File: src/rtl/buffer_arbiter_if.sv
// buffer_arbiter_if: requester-side request/data bundle and buffered result.
// master = requesters/consumer side, slave = arbiter side.
interface buffer_arbiter_if #(
  parameter int N     = 4,
  parameter int WIDTH = 1
);
  logic [N-1:0]       req;
  logic [N*WIDTH-1:0] p;
  logic [N-1:0]       gnt;
  logic [WIDTH-1:0]   s;
  logic               s_valid;
  logic               busy;

  modport master (
    output req, p,
    input  gnt, s, s_valid, busy
  );

  modport slave (
    input  req, p,
    output gnt, s, s_valid, busy
  );
endinterface

File: src/rtl/buffer_arbiter.sv
// buffer_arbiter: round-robin share of one registered buffer stage among N
// requesters. Ports: clk, reset_n (async low), bus (req,p in; gnt,s,s_valid,busy out).
module buffer_arbiter #(
  parameter int N        = 4,
  parameter int WIDTH    = 1,
  parameter int MAX_HOLD = 4
) (
  input  logic             clk,
  input  logic             reset_n,
  buffer_arbiter_if.slave  bus
);
  localparam int IW = (N > 1) ? $clog2(N) : 1;
  localparam int CW = $clog2(MAX_HOLD + 1);

  typedef enum logic {IDLE, GRANT} state_e;

  state_e           state_q, state_d;
  logic [IW-1:0]    ptr_q, ptr_d;
  logic [IW-1:0]    idx_q, idx_d;
  logic [CW-1:0]    cnt_q, cnt_d;
  logic [N-1:0]     gnt_q, gnt_d;
  logic [WIDTH-1:0] s_q, s_d;
  logic             sv_q, sv_d;
  logic [IW-1:0]    sel;

  // First requester at or after ptr, wrapping.
  function automatic logic [IW-1:0] scan(
    input logic [N-1:0]  r,
    input logic [IW-1:0] start
  );
    logic [IW-1:0] res;
    logic          hit;
    int            k;
    res = start;
    hit = 1'b0;
    for (int j = 0; j < N; j++) begin
      k = int'(start) + j;
      if (k >= N) k = k - N;
      if (!hit && r[k]) begin
        hit = 1'b1;
        res = IW'(k);
      end
    end
    return res;
  endfunction

  assign sel = scan(bus.req, ptr_q);

  always_comb begin
    state_d = state_q;
    ptr_d   = ptr_q;
    idx_d   = idx_q;
    cnt_d   = cnt_q;
    gnt_d   = gnt_q;
    s_d     = s_q;
    sv_d    = 1'b0;
    unique case (state_q)
      IDLE: begin
        if (|bus.req) begin
          idx_d   = sel;
          gnt_d   = N'(1) << sel;
          cnt_d   = '0;
          state_d = GRANT;
        end
      end
      GRANT: begin
        if (bus.req[idx_q] && (cnt_q < CW'(MAX_HOLD))) begin
          s_d   = bus.p[int'(idx_q)*WIDTH +: WIDTH];
          sv_d  = 1'b1;
          cnt_d = cnt_q + CW'(1);
        end else begin
          gnt_d   = '0;
          ptr_d   = (idx_q == IW'(N-1)) ? '0 : idx_q + IW'(1);
          state_d = IDLE;
        end
      end
      default: state_d = IDLE;
    endcase
  end

  always_ff @(posedge clk or negedge reset_n) begin
    if (!reset_n) begin
      state_q <= IDLE;
      ptr_q   <= '0;
      idx_q   <= '0;
      cnt_q   <= '0;
      gnt_q   <= '0;
      s_q     <= '0;
      sv_q    <= 1'b0;
    end else begin
      state_q <= state_d;
      ptr_q   <= ptr_d;
      idx_q   <= idx_d;
      cnt_q   <= cnt_d;
      gnt_q   <= gnt_d;
      s_q     <= s_d;
      sv_q    <= sv_d;
    end
  end

  assign bus.gnt     = gnt_q;
  assign bus.s       = s_q;
  assign bus.s_valid = sv_q;
  assign bus.busy    = (state_q == GRANT);
endmodule
File: src/flat_wrapper.sv
// flat-port wrapper written by rule: the top's interface ports become plain ports
module buffer_arbiter_flat 
#(
  parameter int N        = 4,
  parameter int WIDTH    = 1,
  parameter int MAX_HOLD = 4
)
  (clk, reset_n, bus_req, bus_p, bus_gnt, bus_s, bus_s_valid, bus_busy);
  buffer_arbiter_if #(.N(N), .WIDTH(WIDTH)) bus_i ();
  input  logic clk;
  input  logic reset_n;
  input wire logic [$bits(bus_i.req)-1:0] bus_req;
  input wire logic [$bits(bus_i.p)-1:0] bus_p;
  output wire logic [$bits(bus_i.gnt)-1:0] bus_gnt;
  output wire logic [$bits(bus_i.s)-1:0] bus_s;
  output wire logic [$bits(bus_i.s_valid)-1:0] bus_s_valid;
  output wire logic [$bits(bus_i.busy)-1:0] bus_busy;
  assign bus_i.req = bus_req;
  assign bus_i.p = bus_p;
  assign bus_gnt = bus_i.gnt;
  assign bus_s = bus_i.s;
  assign bus_s_valid = bus_i.s_valid;
  assign bus_busy = bus_i.busy;
  buffer_arbiter #(.N(N), .WIDTH(WIDTH), .MAX_HOLD(MAX_HOLD)) u_core (.clk(clk), .reset_n(reset_n), .bus(bus_i));
endmodule
File: config.mk
export PLATFORM = sky130hd
export DESIGN_NAME = buffer_arbiter_flat
export DESIGN_NICKNAME = d
export VERILOG_FILES = /design/src/rtl/buffer_arbiter_if.sv /design/src/rtl/buffer_arbiter.sv /design/src/flat_wrapper.sv
export SDC_FILE = /design/constraint.sdc
export NUM_CORES = 1
export LEC_CHECK = 0
export ABC_AREA = 1
export ABC_CLOCK_PERIOD_IN_PS = 3800
export BUFFER_PORTS_ARGS = -buffer_cell sky130_fd_sc_hd__clkbuf_2
export CAP_MARGIN = 30
export CORE_UTILIZATION = 59
export DETAILED_ROUTE_END_ITERATION = 12
export GPL_ROUTABILITY_DRIVEN = 0
export HOLD_SLACK_MARGIN = 0.12
export PLACE_DENSITY = 0.82
export SKIP_CTS_REPAIR_TIMING = 1
export SYNTH_ARGS = -nofsm -noshare
export SYNTH_HDL_FRONTEND = slang
export SYNTH_SLANG_ARGS = --single-unit
export TNS_END_PERCENT = 5
File: constraint.sdc
create_clock -name clk -period 3.8 [get_ports clk]
set_clock_uncertainty 0.15 [all_clocks]
set_input_delay 0.38 -clock clk [delete_from_list [all_inputs] [get_ports clk]]
set_output_delay 0.38 -clock clk [all_outputs]
set_load 0.02 [all_outputs]
# Yosys cells after proc, flatten, opt, wreduce, memory -nomap -nowiden
# Cells that the tools add are included.
dict set report word_totals {
  regBits 14
  elab_cells 83
  out_inout_bits 7
  inputBits 10
}
dict set report op_classes {
  reduce_logical 13
  magnitude_cmp 10
  addsub 9
  bitwise_logic 2
  eq_ne 4
  muxes 36
  shift 2
}
# op count
set op_table {}
lappend op_table {{$lt A32 B4 Y1 const B} 4}
lappend op_table {{$mux W32} 4}
lappend op_table {{$ge A32 B4 Y1 const B} 3}
lappend op_table {{$sub A32 B4 Y32 const B} 3}
lappend op_table {{$mux W1} 15}
lappend op_table {{$bmux W1 S2} 5}
lappend op_table {{$mux W2} 5}
lappend op_table {{$reduce_and A2 Y1} 5}
lappend op_table {{$mux W4} 2}
lappend op_table {{$pmux W4 S2} 1}
lappend op_table {{$add A2 B2 Y3 const B} 2}
lappend op_table {{$mux W3} 2}
lappend op_table {{$pmux W3 S2} 1}
lappend op_table {{$logic_and A1 B1 Y1} 4}
lappend op_table {{$ne A2 B2 Y1 const B} 2}
lappend op_table {{$reduce_or A4 Y1} 1}
lappend op_table {{$shiftx A4 B3 Y1} 1}
lappend op_table {{$shl A1 B2 Y4 const A} 1}
lappend op_table {{$sub A2 B3 Y4 const B} 1}
lappend op_table {{$add A2 B1 Y3 const B} 1}
lappend op_table {{$add A3 B1 Y3 const B} 1}
lappend op_table {{$ge A2 B3 Y1 const B} 1}
lappend op_table {{$logic_not A1 Y1} 3}
lappend op_table {{$lt A2 B3 Y1 const B} 1}
lappend op_table {{6 further kinds} 7}

# Logic depth before layout (Yosys ltp)
# Gate-level depths: netlist of the first run.
dict set report logic_depth {
  word_depth 18
  mapped_depth 14
  ltp_nobuf 13
}

# Worst setup path before layout of the first run
# No wires, ideal clock.
dict set report synth_path {
  path_kind {reg-to-reg}
  start {reg u_core.ptr_q[1]}
  end {reg u_core.idx_q[0]}
  required_time_ns 3.523
  slack_ns 2.226
  period_less_slack_ns 1.574
  path_buffers 1
  stages_incl_launch_ff 14
  arrival_time_ns 1.297
  path_cell_list {dfrtp_1 buf_2 inv_4 nand2_1 nand2_2 nand2_1 nand2_2 nand2_4 inv_2 nand2_2 nand2_1 nand2_1 nor2_2 a21oi_1}
}
dict set report synth_between {
  elab_chain_cells 15
  word_cells_on_any_way 40
  cone_classes {7 x add/sub; 4 x order compare; 23 x mux; 6 x reduce/logical}
}
# item line_no
set synth_rtl {}
lappend synth_rtl {{from (decl)} buffer_arbiter.sv:18} ;# logic [IW-1:0] ptr_q, ptr_d;
lappend synth_rtl {{from (signal assigned)} buffer_arbiter.sv:92} ;# ptr_q <= ptr_d;
lappend synth_rtl {{parallel branches: the longest is 14 deep, another holds $sub A32 B4 Y32} --}
lappend synth_rtl {{$mux W2 (*)} buffer_arbiter.sv:39} ;# if (!hit && r[k]) begin
lappend synth_rtl {{to (signal assigned)} buffer_arbiter.sv:93} ;# idx_q <= idx_d;
lappend synth_rtl {{to (decl)} buffer_arbiter.sv:19} ;# logic [IW-1:0] idx_q, idx_d;
# Every way passes the cells marked *. The select of a mux whose other input is x is not followed.
# A chain may end at the register's enable or synchronous reset.

# Worst setup path in the final report of the first run
dict set report layout_path {
  start {reg u_core.ptr_q[0]}
  end {reg u_core.gnt_q[2], in the netlist u_core.bus.gnt[2]}
}
dict set report layout_between {
  elab_chain_cells 18
  word_cells_on_any_way 43
  cone_classes {7 x add/sub; 4 x order compare; 1 x shift; 25 x mux; 6 x reduce/logical}
}
# item line_no
set layout_rtl {}
lappend layout_rtl {{parallel branches: the longest is 14 deep, another holds $sub A32 B4 Y32} --}
lappend layout_rtl {{$mux W2 (*)} buffer_arbiter.sv:39}
lappend layout_rtl {{$shl A1 B2 Y4 (*)} buffer_arbiter.sv:61} ;# gnt_d = N'(1) << sel;
lappend layout_rtl {{$mux W4 (*)} buffer_arbiter.sv:59} ;# if (|bus.req) begin
lappend layout_rtl {{$pmux W4 S2 (*)} buffer_arbiter.sv:57} ;# unique case (state_q)
lappend layout_rtl {{to (signal assigned)} buffer_arbiter.sv:95} ;# gnt_q <= gnt_d;
lappend layout_rtl {{to (decl)} buffer_arbiter.sv:21} ;# logic [N-1:0] gnt_q, gnt_d;
# Marked as above.

==> flow_summary.toml, run 1 <==
[outcome]
status = "complete, but fails checks"
violations = "DRC"

[clock_network]
cts_tree = "built"
cts_sinks = 14
htreeDepth = 1
cts_made_buffers = 3
clock_latency_ns = 0.28
clock_path_buffers = 2
clkSlewWorstSetupHoldPaths_ns = 0.09
cts_root_buffer = "clkbuf_4"

[timing]
period_minus_slack_ns = 1.97
relSlewSlack_pct = 72.1
rsz0062_at_grt = "no"
slew_viol_final = 0
timing.setup.tns_ns = 0
setup_viol = 0
period_share_pct = 51.9
hold_viol_final = 0
fmax_ghz = 0.507
tightestPinTransition_ns = 0.419
fin_ws_ns = 1.83

[synthesis]
synth-seq-area-share_pct = 33.4
syn-num-nets = 168
synth_common_cells = "nand2_1 (72), dfrtp_1 (14), nand3_1 (13)"
yosys-top-cells-area = "dfrtp_1 (33%), nand2_1 (26%), nand3_1 (6.2%)"
synthArstFlopShare_pct = 100
synth-main-ff-cell = "dfrtp_1"
netlist_instances = 156
synthesis.area_um2 = 1050
synth_most_common_cell = "nand2_1"
synth_top_area_share_pct = 33.4
yosysTopAreaCell = "dfrtp_1"
ys_warn_count = 0
ys_seq_elements = 14
yosys.cell_types.count = 22
synth-edff-count = 0
avgSynthCellArea_um2 = 6.73

[placed_design]
place_hpwl_mm = 1.74
port_buffers = 16
preCtsSetupSlack_ns = 1.86

[power_and_ir_drop]
power_frac_clock_pct = 10.0
p_leak_nw = 0.683
p_switching_uw = 582
p_per_area_nw_per_um2 = 912
ir_drop_uv = 525
power_frac_seq_pct = 26.9
p_sw_share_pct = 54.4
p_comb_share_pct = 63.1
power.internal_uw = 487

[die]
chipHeight_um = 44.2
num_rows = 14
start_util_pct = 66.6
dieArea_um2 = 1950
io_pins = 17
core_area_um2 = 1580
die_w_um = 44.2

[worst_setup_path]
r2r_end = "u_core.bus.gnt[2]"
worst-path-max-fanout = 14
cp.required_ns = 3.88
cp-startpoint = "u_core.ptr_q[0]"
cp-end-kind = "register"
ff2ff_setup_slack_ns = 1.83
cp_data_arrival_time_ns = 2.05
cp-endpoint = "u_core.bus.gnt[2]"
reg2regPathDepth = 13
worstSetupStartpointType = "register"
path_class = "register to register"
r2r_start = "u_core.ptr_q[0]"

[global_route]
track_usage_pct = 26.5
grt_max_degree = 15
grt_first_pass_wirelength_mm = 3.78
overflow = 0
antenna_found_initial = 0
grt_pass1_vias = 900

[cells_and_area]
final_util_pct = 74.4
synthToLayoutAreaGrowth_pct = 11.7
diodes = 0
drive_above_1_share_pct = 25.9
fin_nets = 187

[detailed_routing]
drt_iter0_drc = 33
routed_wl_mm = 2.23
wl_per_cell_um = 11.8
ant_nets = 0
vias = 1030
drt-vias-per-instance = 5.42
drc = 1
dr.pass1.iters = 8

[min_path]
hold_class = "register to register"

[run]
max_cap_viol_count = 0
[registers in the layout, indices dropped and copies added (netlist names)]
name and flops:
u_core.ptr_q 2, u_core.bus.s 1, u_core.idx_q 2, u_core.cnt_q 3, u_core.bus.busy 1, u_core.bus.gnt 4
u_core.bus.s_valid 1
[placed cells by master (no fill, tap or decap), types with 2 or more instances in the layout]
master,instances
nand3_1,13
inv_2,4
nand2_4,5
inv_1,9
nand2_1,72
o21ai_1,2
clkbuf_2,16
a21oi_1,5
nor2_1,5
ha_1,2
dfrtp_1,14
nor2_2,3
o21ai_0,3
nand2_2,8
clkbuf_4,3
nand3_2,3
[layer usage]
| metal | up-vias | share of wire (%) | wire, um | track usage (%) |
|---|---|---|---|---|
| met1 | 468 | 47 | 1050 | 34.6 |
| met4 | 0 | 0.85 | 19 | 8.48 |
| li1 | 524 | - | - | - |
| met3 | 4 | 5.6 | 124 | 6.94 |
| met2 | 34 | 46 | 1040 | 42.9 |
| met5 | - | 0 | 0 | 0 |
[logic make-up (layout without fill, tap and decap cells)]
group / after synthesis / count (layout) / share of synthesized area [%]
simple gates: 110 / 110 / 49.6
buf+inv: 17 / 35 / 7.51
flops: 14 / 14 / 33.4
compound gates: 13 / 13 / 7.15
fa+ha+maj: 2 / 2 / 2.38
[metrics by stage]
stage	hold WS, ns	instance area, um^2	instances	power (mW)
finish	0.330	1170	190	1.07
global route	0.354	1170	190	1.17
CTS	-0.153	1160	189	1.07
detailed placement	0.154	1130	185	0.958
global placement	0.145	1130	185	0.934
floorplan	-0.0656	1050	156	0.832
[final cells by class]
type	instances	area [um^2]
clock buffer	4	36.3
fill	142	404
inverter	14	55.1
multi-input combinational	125	621
sequential	14	350
tap	16	20.0
timing repair buffer	17	90.1
[worst max-delay path, stage by stage (launching register included)]
cell     delay [ns]
dfrtp_1        0.54
inv_2          0.27
nand2_1        0.10
nand2_2        0.11
nand2_1        0.09
nand2_2        0.10
nand2_4        0.06
inv_2          0.05
nand2_2        0.06
nand2_1        0.07
nand2_1        0.05
nor2_2         0.15
nand2_1        0.08
nand2_1        0.05
[worst min path at each step]
stage | cells after the start | from | slack (ns) | endpoint
5_1_grt | 2 | u_core.bus.gnt[2] | 0.35 | u_core.bus.gnt[2]
2_1_floorplan | 0 | reset_n | -0.07 | u_core.bus.busy
3_3_place_gp | 1 | reset_n | 0.14 | u_core.idx_q[1]
3_5_place_dp | 1 | reset_n | 0.15 | u_core.idx_q[1]
4_1_cts | 1 | reset_n | -0.15 | u_core.idx_q[1]
6_report | 2 | u_core.bus.s | 0.33 | u_core.bus.s
[power by group through the flow]
stage / Clock, mW / Combinational, mW / Sequential (mW)
6_report: 0.107 / 0.675 / 0.288
4_1_cts: 0.107 / 0.674 / 0.286
2_1_floorplan: 0 / 0.547 / 0.286
3_5_place_dp: 0 / 0.670 / 0.288
3_3_place_gp: 0 / 0.651 / 0.283
5_1_grt: 0.112 / 0.764 / 0.297
Power figures use the tool's default switching activity.
==> run 2, diff against run 1 <==
ABC_AREA = 0   (was 1)
ABC_CLOCK_PERIOD_IN_PS = 1700   (was 3800)
CORE_UTILIZATION = 45   (was 59)
PLACE_DENSITY = 0.71   (was 0.82)
clock period = 1.7 ns   (was 3.8 ns; I/O delays follow)
==> flow_summary.toml, run 2 <==
[outcome]
status = "complete, but fails checks"
violations = "setup timing"

[timing]
tightestPinTransition_ns = 0.451
rsz0062_at_grt = "yes"
period_minus_slack_ns = 1.72
hold_ws_ns = 0.168
timing.setup.tns_ns = -0.0223
period_share_pct = 101
fin_ws_ns = -0.0223
hold_viol_final = 0
relSlewSlack_pct = 69.7
setup_viol = 1
slew_viol_final = 0
fmax_ghz = 0.581

[cells_and_area]
largest_reg_flops = 4
final_cell_mix = "clkbuf_2 (16), dfrtp_1 (14), nand2_1 (8)"
diodes = 0
nFillCells = 116
design_area_um2 = 901
multiInputGateArea_um2 = 359
synthToLayoutAreaGrowth_pct = 27.4
register_area_um2 = 350
drive_above_1_share_pct = 41.6
fin_nets = 103
final_common_cell = "clkbuf_2"

[clock_network]
cts_tree = "built"
cts_made_buffers = 3
cts_root_buffer = "clkbuf_4"
htreeDepth = 1
clkSlewWorstSetupHoldPaths_ns = 0.08
clock_path_buffers = 2
clock_latency_ns = 0.28
cts_sinks = 14

[worst_setup_path]
cp_data_arrival_time_ns = 1.75
ff2ff_setup_slack_ns = -0.02
crit_slowest_cell = "mux4_2"
critPathBufInv = 0
cp-end-kind = "register"
path_cells = "mux4_2 -> a21bo_1 -> and2_4 -> a32o_1"
worstSetupStartpointType = "register"
path_class = "register to register"
path_delay_family = "multiplexers"
slowest_delay_ns = 0.52
cp.required_ns = 1.72
worst-path-max-fanout = 4

[global_route]
antenna_found_initial = 0
overflow = 0
grt_first_pass_wirelength_mm = 2.61
grt_use_met2_pct = 28.4
grtUsageMet1_pct = 30.2
busiest_layer = "met1"
track_usage_pct = 19.7
grt_max_degree = 15
grt_pass1_vias = 592
met3_usage_pct = 2.61

[detailed_routing]
ant_nets = 0
vias = 611
routed_wl_mm = 1.58
drc = 0
wl_per_cell_um = 15.2
drt-vias-per-instance = 5.88
dr.pass1.iters = 4
drt_iter0_drc = 16

[synthesis]
synthesis.area_um2 = 707
yosysTopAreaCell = "dfrtp_1"
synth_top_area_share_pct = 49.6
synthArstFlopShare_pct = 100
synth_most_common_cell = "dfrtp_1"
yosys-top-cells-area = "dfrtp_1 (50%), mux2_2 (4.8%), nand2_1 (4.2%)"
synth_common_cells = "dfrtp_1 (14), nand2_1 (8), o21ai_0 (5)"
ys_seq_elements = 14
avgSynthCellArea_um2 = 11.4
synth-main-ff-cell = "dfrtp_1"
synth-seq-area-share_pct = 49.6
syn-num-nets = 74
synth-edff-count = 0
netlist_instances = 62
ys_warn_count = 0
yosys.cell_types.count = 26

[power_and_ir_drop]
ir_drop_uv = 1110
p_leak_nw = 0.454
p_per_area_nw_per_um2 = 1850
p_total_mw = 1.67

[placed_design]
place_hpwl_mm = 1.09
port_buffers = 16
preCtsSetupSlack_ns = -0.00763
placed_area_um2 = 858

[die]
dieArea_um2 = 1730
start_util_pct = 51.1
die_w_um = 41.6
num_rows = 13
core_area_um2 = 1380
chipHeight_um = 41.6
io_pins = 17

[min_path]
hold_class = "primary input to asynchronous set/reset pin"

[run]
max_cap_viol_count = 0
==> run 2: cell count changes after synthesis, moves of 4 or more <==
cell and change:
nand2_2 -8, a21oi_1 -4, inv_2 -4, nand2_1 -64, nand2_4 -5, nand3_1 -9
inv_1 -7
==> run 2: metrics by stage <==
step,instances,utilization (%)
floorplan,62,-
global placement,100,62.1
detailed placement,100,62.1
CTS,103,63.7
global route,104,65.2
finish,104,65.2
==> run 2: power by group <==
part           switching (mW)  total, mW  internal (mW)
Clock                   0.103      0.185         0.0823
Sequential              0.118      0.603          0.485
Combinational           0.449      0.879          0.430
Total                   0.670       1.67          0.997
==> run 2: worst paths after layout <==
path / depth (start not counted) / to / startpoint
worst max-delay path: 4 / u_core.bus.gnt[2] / u_core.idx_q[1]
worst min-delay path: 2 / u_core.bus.gnt[1] / reset_n
worst max register to register: 4 / u_core.bus.gnt[2] / u_core.idx_q[1]
worst min register to register: 1 / u_core.bus.gnt[1] / u_core.bus.gnt[1]
max in group asynchronous: 2 / u_core.bus.s_valid / reset_n
min in group clk: 3 / u_core.bus.s / bus_p[0]
==> run 2: logic make-up after synthesis <==
| logic type | after synthesis | share of synthesized area [%] |
|---|---|---|
| and+or+nand+nor | 22 | 16.5 |
| AOI/OAI and AO/OA | 17 | 17.7 |
| DFF | 14 | 49.6 |
| muxes | 5 | 11.7 |
| buffers and inverters | 2 | 1.06 |
| adders and majority gates | 2 | 3.54 |
==> run 2: worst register-to-register path, cell delays in order, from the launching register on <==
cell     delay (ns)
dfrtp_1        0.38
mux4_2         0.52
a21bo_1        0.21
and2_4         0.16
a32o_1         0.19
==> run 2: cell type report <==
class                      instances  share of cell area [%]
tap                               15                    2.08
inverter                           2                   0.833
sequential                        14                    38.9
timing repair buffer              24                    15.8
multi-input combinational         46                    39.9
clock buffer                       3                    2.50
==> run 2: routing by layer <==
layer | part of all wire [%] | vias up | wire (um)
li1 | - | 292 | -
met2 | 46 | 18 | 730
met3 | 4.4 | 7 | 69
met1 | 47 | 294 | 743
met4 | 2.2 | 0 | 35
met5 | 0 | - | 0
==> run 3, diff against run 2 <==
CORE_UTILIZATION = 38   (was 45)
PLACE_DENSITY = 0.61   (was 0.71)
==> flow_summary.toml, run 3 (synthesis gave the netlist of run 2 again) <==
[timing]
rsz0062_at_grt = "yes"
tightestPinTransition_ns = 0.460
period_share_pct = 101
hold_ws_ns = 0.173
slew_viol_final = 0
fmax_ghz = 0.584
fin_ws_ns = -0.0124
hold_viol_final = 0
relSlewSlack_pct = 69.3
timing.setup.tns_ns = -0.0124
period_minus_slack_ns = 1.71
setup_viol = 1

[cells_and_area]
largest_reg_flops = 4
design_area_um2 = 898
drive_above_1_share_pct = 40.2
final_common_cell = "clkbuf_2"
final_cell_mix = "clkbuf_2 (16), dfrtp_1 (14), nand2_1 (8)"
final_util_pct = 52.0
fin_nets = 101
diodes = 0
synthToLayoutAreaGrowth_pct = 27.1
nFillCells = 170

[die]
num_rows = 15
io_pins = 17
dieArea_um2 = 2040
core_area_um2 = 1730
chipHeight_um = 45.1
die_w_um = 45.1
start_util_pct = 40.9

[worst_setup_path]
worstSetupStartpointType = "register"
slowest_delay_ns = 0.51
r2r_end = "u_core.bus.gnt[2]"
path_class = "register to register"
cp_data_arrival_time_ns = 1.73
ff2ff_setup_slack_ns = -0.01
worst-path-max-fanout = 4
cp.required_ns = 1.72
path_cells = "mux4_2 -> a21bo_1 -> and2_4 -> a32o_1"
r2r_start = "u_core.idx_q[1]"
crit_slowest_cell = "mux4_2"
reg2regPathDepth = 4
cp-end-kind = "register"

[global_route]
overflow = 0
track_usage_pct = 16.2
antenna_found_initial = 0
grt_max_degree = 15
grt_first_pass_wirelength_mm = 2.21
grt_pass1_vias = 485

[clock_network]
clock_latency_ns = 0.27
cts_made_buffers = 3
cts_root_buffer = "clkbuf_4"
clock_path_buffers = 2
htreeDepth = 1
cts_tree = "built"
cts_sinks = 14
clkSlewWorstSetupHoldPaths_ns = 0.07

[detailed_routing]
wl_met2_um = 733
wl_per_cell_um = 12.7
drc = 0
dr.pass1.iters = 4
ant_nets = 0
top_layer = "met3"
drt_iter0_drc = 8
vias = 562
drt-met1-wl_um = 619
drt-vias-per-instance = 5.02
route.met3.wl_um = 70
routed_wl_mm = 1.42

[power_and_ir_drop]
p_leak_nw = 0.445
ir_drop_uv = 873
p_per_area_nw_per_um2 = 1800

[min_path]
hold_class = "primary input to asynchronous set/reset pin"

[outcome]
violations = "setup timing"
status = "complete, but fails checks"

[placed_design]
port_buffers = 16
placed_area_um2 = 856

[run]
max_cap_viol_count = 0
[run 3: cell types whose count changed in the layout (fill, tap and decap cells not counted), sizes merged]
cell  previous run  this run
buf              7         5
[run 3: final cells by class]
type                       instances  area, um^2  area share [%]
clock buffer                       3        22.5            2.51
inverter                           2        7.51           0.836
multi-input combinational         46         359            40.0
sequential                        14         350            39.0
tap                               25        31.3            3.48
timing repair buffer              22         128            14.2
[run 3: worst max-delay path by stage]
| stage | endpoint | slack, ns | cells after the start | from |
|---|---|---|---|---|
| 6_report | u_core.bus.gnt[2] | -0.01 | 4 | u_core.idx_q[1] |
| 3_5_place_dp | u_core.bus.gnt[2] | 0.003 | 4 | u_core.idx_q[1] |
| 2_1_floorplan | u_core.bus.gnt[2] | -0.006 | 4 | u_core.idx_q[1] |
| 3_3_place_gp | u_core.bus.gnt[2] | 0.02 | 4 | u_core.idx_q[1] |
| 5_1_grt | u_core.bus.gnt[2] | -0.06 | 4 | u_core.idx_q[1] |
| 4_1_cts | u_core.bus.gnt[2] | -0.01 | 4 | u_core.idx_q[1] |
[run 3: per-stage QoR]
| step | setup WS [ns] | cells | power (mW) |
|---|---|---|---|
| floorplan | -0.00590 | 62 | 1.12 |
| global placement | 0.0213 | 108 | 1.41 |
| detailed placement | 0.00281 | 108 | 1.43 |
| CTS | -0.0131 | 111 | 1.61 |
| global route | -0.0609 | 112 | 1.75 |
| finish | -0.0124 | 112 | 1.61 |
[run 3: where the power goes]
group / leakage, nW / internal, mW / switching [mW] / total, mW
combinational: 0.254 / 0.410 / 0.439 / 0.849
clock: 0.0138 / 0.0821 / 0.0934 / 0.176
sequential: 0.177 / 0.485 / 0.104 / 0.589
[run 3: worst max-delay path: cells and delay by family (launching register included)]
family / cells / cell delay (ns)
AO/OA/AOI/OAI: 2 / 0.41
flip-flops: 1 / 0.37
multiplexers: 1 / 0.51
AND/OR/NAND/NOR: 1 / 0.16
[run 3: routing by layer]
metal  vias to the layer above  global-route usage (%)
met2                        15                    26.4
met1                       260                    19.6
met5                         -                       0
met3                         0                    7.20
met4                         0                    3.64
li1                        287                       -
